**src/rtl/adder_tree_acc_pkg.sv**
```systemverilog
// Shared helpers and types for the adder-tree accumulator.
package adder_tree_acc_pkg;

  // Sideband bits that travel alongside the data through every stage
  typedef struct packed {
    logic valid;
    logic last;
  } sb_t;

  // Node count at tree stage k (stage 0 = the raw operands)
  function automatic int unsigned stage_nodes(input int unsigned n, input int unsigned k);
    int unsigned m;
    m = n;
    for (int unsigned i = 0; i < k; i++) begin
      m = (m + 1) / 2;
    end
    return m;
  endfunction

  // Result width: operand width + tree growth + accumulation headroom
  function automatic int unsigned out_width(input int unsigned w, input int unsigned n,
                                            input int unsigned g);
    return w + $clog2(n) + g;
  endfunction

endpackage

```
**src/rtl/adder_tree_node.sv**
```systemverilog
// One registered node of the reduction tree: adds two children, or passes a lone child
// through with one bit of extension.
module adder_tree_node #(
  parameter int unsigned IN_W   = 32,
  parameter bit          SIGNED = 1'b1,
  parameter bit          PAIRED = 1'b1
) (
  input  logic            clk,
  input  logic            rst,
  input  logic            en,
  input  logic [IN_W-1:0] a,
  input  logic [IN_W-1:0] b,
  output logic [IN_W:0]   y
);

  logic [IN_W:0] a_ext;
  logic [IN_W:0] b_ext;
  logic [IN_W:0] y_d;

  // Extend children by one bit, then add or pass through
  always_comb begin
    a_ext = {SIGNED && a[IN_W-1], a};
    b_ext = {SIGNED && b[IN_W-1], b};
    y_d   = PAIRED ? a_ext + b_ext : a_ext;
  end

  // Node register, frozen while the pipeline is stalled
  always_ff @(posedge clk or posedge rst) begin
    if (rst) begin
      y <= '0;
    end else if (en) begin
      y <= y_d;
    end
  end

endmodule

```
**src/rtl/adder_tree_acc.sv**
```systemverilog
// Pipelined reduction tree over INPUT_NUM operands followed by a beat-group accumulator.
// The whole pipeline stalls while a result is waiting for the downstream stage.
module adder_tree_acc
  import adder_tree_acc_pkg::*;
#(
  parameter int unsigned WIDTH      = 32,
  parameter int unsigned INPUT_NUM  = 9,
  parameter bit          SIGNED     = 1'b1,
  parameter int unsigned ACC_GROWTH = 8,
  localparam int unsigned OUT_WIDTH = out_width(WIDTH, INPUT_NUM, ACC_GROWTH)
) (
  input  logic                                clk,
  input  logic                                rst,
  input  logic                                in_valid,
  output logic                                in_ready,
  input  logic                                in_last,
  input  logic [INPUT_NUM-1:0][WIDTH-1:0]     indata,
  output logic                                out_valid,
  input  logic                                out_ready,
  output logic [OUT_WIDTH-1:0]                out_data
);

  localparam int unsigned S     = $clog2(INPUT_NUM);
  localparam int unsigned SUM_W = WIDTH + S;

  logic                 en;
  sb_t                  sb_in;
  sb_t                  sb_q [S];
  logic [SUM_W-1:0]     tree_sum;
  logic [OUT_WIDTH-1:0] sum_ext;
  logic [OUT_WIDTH-1:0] acc_d;
  logic [OUT_WIDTH-1:0] acc_q;
  logic [OUT_WIDTH-1:0] out_data_q;
  logic                 grp_open_q;
  logic                 out_valid_q;

  // Hold everything while an unaccepted result sits at the output
  assign en        = !(out_valid_q && !out_ready);
  assign in_ready  = en;
  assign out_valid = out_valid_q;
  assign out_data  = out_data_q;

  // Tree stages: stage k turns NI nodes of width WIDTH+k-1 into NO nodes one bit wider
  for (genvar k = 1; k <= S; k++) begin : gen_stage
    localparam int unsigned NI = stage_nodes(INPUT_NUM, k - 1);
    localparam int unsigned NO = stage_nodes(INPUT_NUM, k);
    localparam int unsigned IW = WIDTH + k - 1;

    logic [NI-1:0][IW-1:0] din;
    logic [NO-1:0][IW:0]   dout;

    if (k == 1) begin : gen_src_in
      assign din = indata;
    end else begin : gen_src_prev
      assign din = gen_stage[k-1].dout;
    end

    for (genvar j = 0; j < NO; j++) begin : gen_node
      localparam bit PAIRED = (2 * j + 1 < NI);
      logic [IW-1:0] b_in;

      if (PAIRED) begin : gen_pair
        assign b_in = din[2*j+1];
      end else begin : gen_lone
        assign b_in = '0;
      end

      adder_tree_node #(
        .IN_W  (IW),
        .SIGNED(SIGNED),
        .PAIRED(PAIRED)
      ) u_node (
        .clk(clk),
        .rst(rst),
        .en (en),
        .a  (din[2*j]),
        .b  (b_in),
        .y  (dout[j])
      );
    end
  end

  assign tree_sum = gen_stage[S].dout[0];

  // A beat's last flag only counts when the beat itself is valid
  always_comb begin
    sb_in       = '0;
    sb_in.valid = in_valid;
    sb_in.last  = in_valid && in_last;
  end

  // Sideband shift register running in lock-step with the tree stages
  always_ff @(posedge clk or posedge rst) begin
    if (rst) begin
      for (int k = 0; k < S; k++) begin
        sb_q[k] <= '0;
      end
    end else if (en) begin
      sb_q[0] <= sb_in;
      for (int k = 1; k < S; k++) begin
        sb_q[k] <= sb_q[k-1];
      end
    end
  end

  // Widen the tree sum and add it to the open group (or start a new one)
  always_comb begin
    if (SIGNED) begin
      sum_ext = OUT_WIDTH'($signed(tree_sum));
    end else begin
      sum_ext = OUT_WIDTH'(tree_sum);
    end
    acc_d = (grp_open_q ? acc_q : '0) + sum_ext;
  end

  // Accumulator and output register; a last beat publishes the group total
  always_ff @(posedge clk or posedge rst) begin
    if (rst) begin
      acc_q       <= '0;
      grp_open_q  <= 1'b0;
      out_valid_q <= 1'b0;
      out_data_q  <= '0;
    end else if (en) begin
      // en implies the output is empty or being taken this cycle
      out_valid_q <= sb_q[S-1].valid && sb_q[S-1].last;
      if (sb_q[S-1].valid) begin
        acc_q      <= acc_d;
        grp_open_q <= !sb_q[S-1].last;
        if (sb_q[S-1].last) begin
          out_data_q <= acc_d;
        end
      end
    end
  end

endmodule

```
**config.mk**
```make
export PLATFORM = sky130hd
export DESIGN_NAME = adder_tree_acc
export DESIGN_NICKNAME = d
export VERILOG_FILES = /design/src/rtl/adder_tree_acc_pkg.sv /design/src/rtl/adder_tree_node.sv /design/src/rtl/adder_tree_acc.sv
export SDC_FILE = /design/constraint.sdc
export NUM_CORES = 2
export LEC_CHECK = 0
export ABC_AREA = 1
export ABC_CLOCK_PERIOD_IN_PS = 38900
export CAP_MARGIN = 20
export CORE_MARGIN = 4
export CORE_UTILIZATION = 40
export CTS_CLUSTER_DIAMETER = 120
export DETAILED_ROUTE_END_ITERATION = 6
export SYNTH_ARGS = -nofsm -noshare
export SYNTH_HDL_FRONTEND = slang
export SYNTH_SLANG_ARGS = --single-unit
```
**constraint.sdc**
```tcl
create_clock -name clk -period 38.9 [get_ports clk]
set_input_delay 11.67 -clock clk [delete_from_list [all_inputs] [get_ports clk]]
set_output_delay 11.67 -clock clk [all_outputs]
set_load 0.02 [all_outputs]
```
Word-level counts from Yosys, hierarchy flattened --
Cells that the tools add are included.
Cells by class: $add $sub $neg 9, multiplexer cells 1, bitwise gates (word level) 1, reduce and logical (&&, ||, !) cells 8
Operators by type and width (number):
- adder 32 x 32 -> 33 bit | 4
- adder 33 x 33 -> 34 bit | 2
- adder 44 bit | 1
- two-way mux 44 bit | 1
- adder 35 x 32 -> 36 bit | 1
- adder 34 x 34 -> 35 bit | 1
- logical AND 1 bit | 3
- zero test 1 bit | 3
- AND reduction 3 bit | 1
- AND reduction 2 bit | 1
- NOT 1 bit | 1
Word-level totals: register bits 465, output and inout bits 46

Longest topological paths before layout --
depth in word-level cells 4, depth in mapped cells 18

Modules after synthesis --
From an unflattened synthesis, not the netlist that was laid out.
Unflattened totals: cells, all modules 6539, area, all modules 40597.7 um2
By module, submodules not included:
- adder_tree_node (gen_stage[1].gen_node[0].u_node ...) | times used 4, cells each 641, area an instance 3684.8 um2, seq. area each 825.8 um2
- adder_tree_acc | times used 1, cells each 1206, area an instance 7534.7 um2, seq. area each 2452.4 um2
- adder_tree_node (gen_stage[2].gen_node[0].u_node ...) | times used 2, cells each 568, area an instance 3510.9 um2, seq. area each 850.8 um2
- adder_tree_node (gen_stage[4].gen_node[0].u_node) | times used 1, cells each 617, area an instance 3742.3 um2, seq. area each 900.9 um2
- adder_tree_node (gen_stage[3].gen_node[0].u_node) | times used 1, cells each 590, area an instance 3583.4 um2, seq. area each 875.8 um2
- adder_tree_node (gen_stage[3].gen_node[1].u_node) | times used 1, cells each 146, area an instance 1356.3 um2, seq. area each 850.8 um2
- adder_tree_node (gen_stage[2].gen_node[2].u_node) | times used 1, cells each 142, area an instance 1316.3 um2, seq. area each 825.8 um2
- adder_tree_node (gen_stage[1].gen_node[4].u_node) | times used 1, cells each 138, area an instance 1303.8 um2, seq. area each 800.8 um2

Worst setup path before layout --
OpenSTA, ideal clock, no wires.
path kind input -> output, start input out_ready, end output in_ready, arrival 12433 ps, data required time 27230 ps, setup slack 14797 ps, stages on the path 5, buffers on the path 3, cell sequence nor2_4 -> buf_6 -> inv_2 -> buf_2 -> buf_2
On the way: word-level cells in the longest chain between the ends 3
RTL lines:
- start, declared | RTL line adder_tree_acc.sv:19 | input logic out_ready,
- zero test 1 bit | RTL line adder_tree_acc.sv:38 | assign en = !(out_valid_q && !out_ready);
- logical AND 1 bit | RTL line adder_tree_acc.sv:38
- zero test 1 bit | RTL line adder_tree_acc.sv:38
- end, declared | RTL line adder_tree_acc.sv:15 | output logic in_ready,
Every way passes these cells.

Worst setup path after layout --
Ends and elaborated chain as after synthesis.

==> results_dict.tcl <==
set metrics [dict create \
    status "finished clean" \
    globalplace.congestion 0.937 \
    whs_ns 0.471 \
    setup_viol 0 \
    ant_nets 0 \
    ioPinCount 339 \
    p_leak_nw 23.4 \
    place.port_buffers 338 \
    worst_slew_pin_slew_ns 1.03 \
    syn-num-nets 6563 \
    drc 0 \
    placed_area_um2 42600 \
    cts_tree "built" \
    grt_setup_unrepaired "false" \
    critPathCaptureType "output pin" \
    wl_per_cell_um 15.8 \
    fmax_mhz 40.2 \
    core-area_um2 93900 \
    syn2layout_area_growth_pct 17.2 \
    worstHoldEndpoint "sb_q[2]$_DFFE_PP0N_" \
    rr_worst_depth 6 \
    antenna_found_initial 1 \
    syn_inst 5955 \
    yosysSeqAreaShare 0.306 \
    die-area_um2 100000 \
    die_y_um 317 \
    clk_path_buf_depth 3 \
    start_util 0.406 \
    r2r_slack_ns 35.64 \
    clock_latency_ns 0.62 \
    use_met2 0.418 \
    critPathKind "in2out" \
    synthArstFlopShare 1.00 \
    drtIter0Drc 2339 \
    vias 37000 \
    hold_class "reg2reg" \
    drv_slew 0 \
    hold_buffers 0 \
    grt_pass1_vias 36100 \
    dpl.hpwl_um 98900 \
    ctsRootBufferMaster "clkbuf_16" \
    relSlewSlack 0.315 \
    r2r_end "gen_stage[1].gen_node[1].u_node.y[10]$_DFFE_PP0N_" \
    viasPerCell 4.90 \
    start_kind "input pin" \
    grt_first_pass_wirelength_um 190000 \
    critPathArrivalTime_ns 13.22 \
    finalHoldViolations 0 \
    clkSinkCount 465 \
    fin_crit_sh 0.640 \
    die_w_um 317 \
    post_cts_buffers 0 \
    h-tree-depth 2 \
    clk_pin_slew_ns 0.06 \
    syn_area_um2 38100 \
    peakVddDrop_uv 34.5 \
    use_met1 0.303 \
    finish.utilization 0.475 \
    pwr_density_cell_nw_per_um2 89.8 \
    busiest_layer "met2" \
    min_from "sb_q[4]$_DFFE_PP0N_" \
    required_ns 27.23 \
    skew_ns 0.0311 \
    stdcell_area_um2 44600 \
    place_ws_ns 13.99 \
    numCtsBuffers 54 \
    cts-resized-gates 0 \
    nets 6870 \
    drive_gt1_frac 0.0311 \
    hold_depth 2 \
    drv_cap 0 \
    ys.flop_type "dfrtp_1" \
    critPathMaxFanout 48 \
    synth.avg_cell_area_um2 6.40 \
    overflow 0 \
    dr.pass1.iters 5 \
    num_rows 112 \
    met3_usage 0.0195 \
    timing.rr.start "out_valid$_DFFE_PP0N_" \
    setup-tns-final_ns 0 \
    synth_cell_type_count 39 \
    yosys_warnings 0 \
    grt_max_degree 137 \
    postRouteWirelength_um 120000 \
    finalCriticalPeriod_ns 24.89 \
    postLayoutSetupSlackWorst_ns 14.01 \
    ys_seq_elements 465 \
    num_antenna_cells 0 \
    synth_edf_count 0 \
    grtUsageTotal 0.236 \
]
stage by stage:
stage | instances | power [mW]
2_1_floorplan | 5955 | 2.70
3_3_place_gp | 7459 | 3.43
3_5_place_dp | 7459 | 3.46
4_1_cts | 7556 | 4.04
5_1_grt | 7557 | 4.42
6_report | 7557 | 4.01
worst max-delay path by stage:
stage | from | cells past startpoint | to | slack, ns
detailed placement | out_ready | 4 | in_ready | 13.99
floorplan | rst | 1 | acc_q[0]$_DFFE_PP0P_ | 14.26
finish | out_ready | 4 | in_ready | 14.01
global route | out_ready | 4 | in_ready | 13.95
CTS | out_ready | 4 | in_ready | 13.98
global placement | out_ready | 4 | in_ready | 13.99
logic make-up after synthesis:
group / Yosys count / share of synthesized area
simple gates: 3357 / 0.360
buf+inv: 905 / 0.0932
compound gates: 780 / 0.105
flops: 465 / 0.306
fa+ha+maj: 315 / 0.105
xor+xnor: 133 / 0.0306
cells in the final DEF, fill, tap and decap left out, types with 36 or more instances in the layout:
cell type,instances
o21ai_1,37
clkbuf_16,55
inv_1,794
nor3_1,36
ha_1,306
a21oi_1,325
dfrtp_1,464
nor2_1,432
nand3_1,419
clkdlybuf4s50_1,338
o21ai_0,376
nand2_1,2324
xnor2_1,118
layer usage:
metal	vias to the layer above	routed length, µm	part of all wire
met5	-	0	0
met4	0	4570	0.038
met3	153	3700	0.031
met2	613	57700	0.48
met1	16800	53700	0.45
li1	19400	-	-
critical path, cell delays in order:
cell,delay (ns)
clkdlybuf4s50_1,0.51
nor2_4,0.08
inv_8,0.27
clkdlybuf4s50_1,0.68
sequential cells by signal, summed over array words and instances, names as in the netlist:
| signal | count |
|---|---|
| acc_q | 44 |
| sb_q | 8 |
| gen_stage.gen_node.u_node.y | 367 |
| grp_open_q | 1 |
| out_data | 44 |
| out_valid | 1 |
layout make-up:
| class | instances | area (µm²) |
|---|---|---|
| Fill cell | 10100 | 49300 |
| Multi-Input combinational cell | 4585 | 22900 |
| Sequential cell | 465 | 11600 |
| Timing Repair Buffer | 354 | 3540 |
| Inverter | 802 | 3030 |
| Tap cell | 1254 | 1570 |
| Clock buffer | 74 | 1550 |
| Clock inverter | 23 | 420 |
where the power goes:
part	leakage (nW)	internal, mW	switching (mW)
Sequential	5.49	0.722	0.183
Clock	0.959	0.351	0.211
Combinational	16.9	0.885	1.65
Total	23.4	1.96	2.05
cells in the mapped netlist, types with 13 or more instances:
cell type | number | area, µm²
clkbuf_1 | 34 | 128
ha_1 | 306 | 3830
nand2_1 | 2324 | 8720
nor2_1 | 432 | 1620
xor2_1 | 15 | 131
nor3_1 | 36 | 180
o21ai_1 | 37 | 185
nand3_2 | 13 | 130
nand2_2 | 22 | 138
xnor2_1 | 118 | 1030
dfrtp_1 | 465 | 11600
a21oi_1 | 325 | 1630
nand3_1 | 419 | 2100
buf_2 | 46 | 230
nand4_1 | 14 | 87.6
nor2_2 | 21 | 131
buf_4 | 21 | 158
inv_1 | 795 | 2980
nand3b_1 | 31 | 233
o21bai_1 | 21 | 158
o21ai_0 | 376 | 1880
Note: power is estimated with default switching activity, not from simulation.
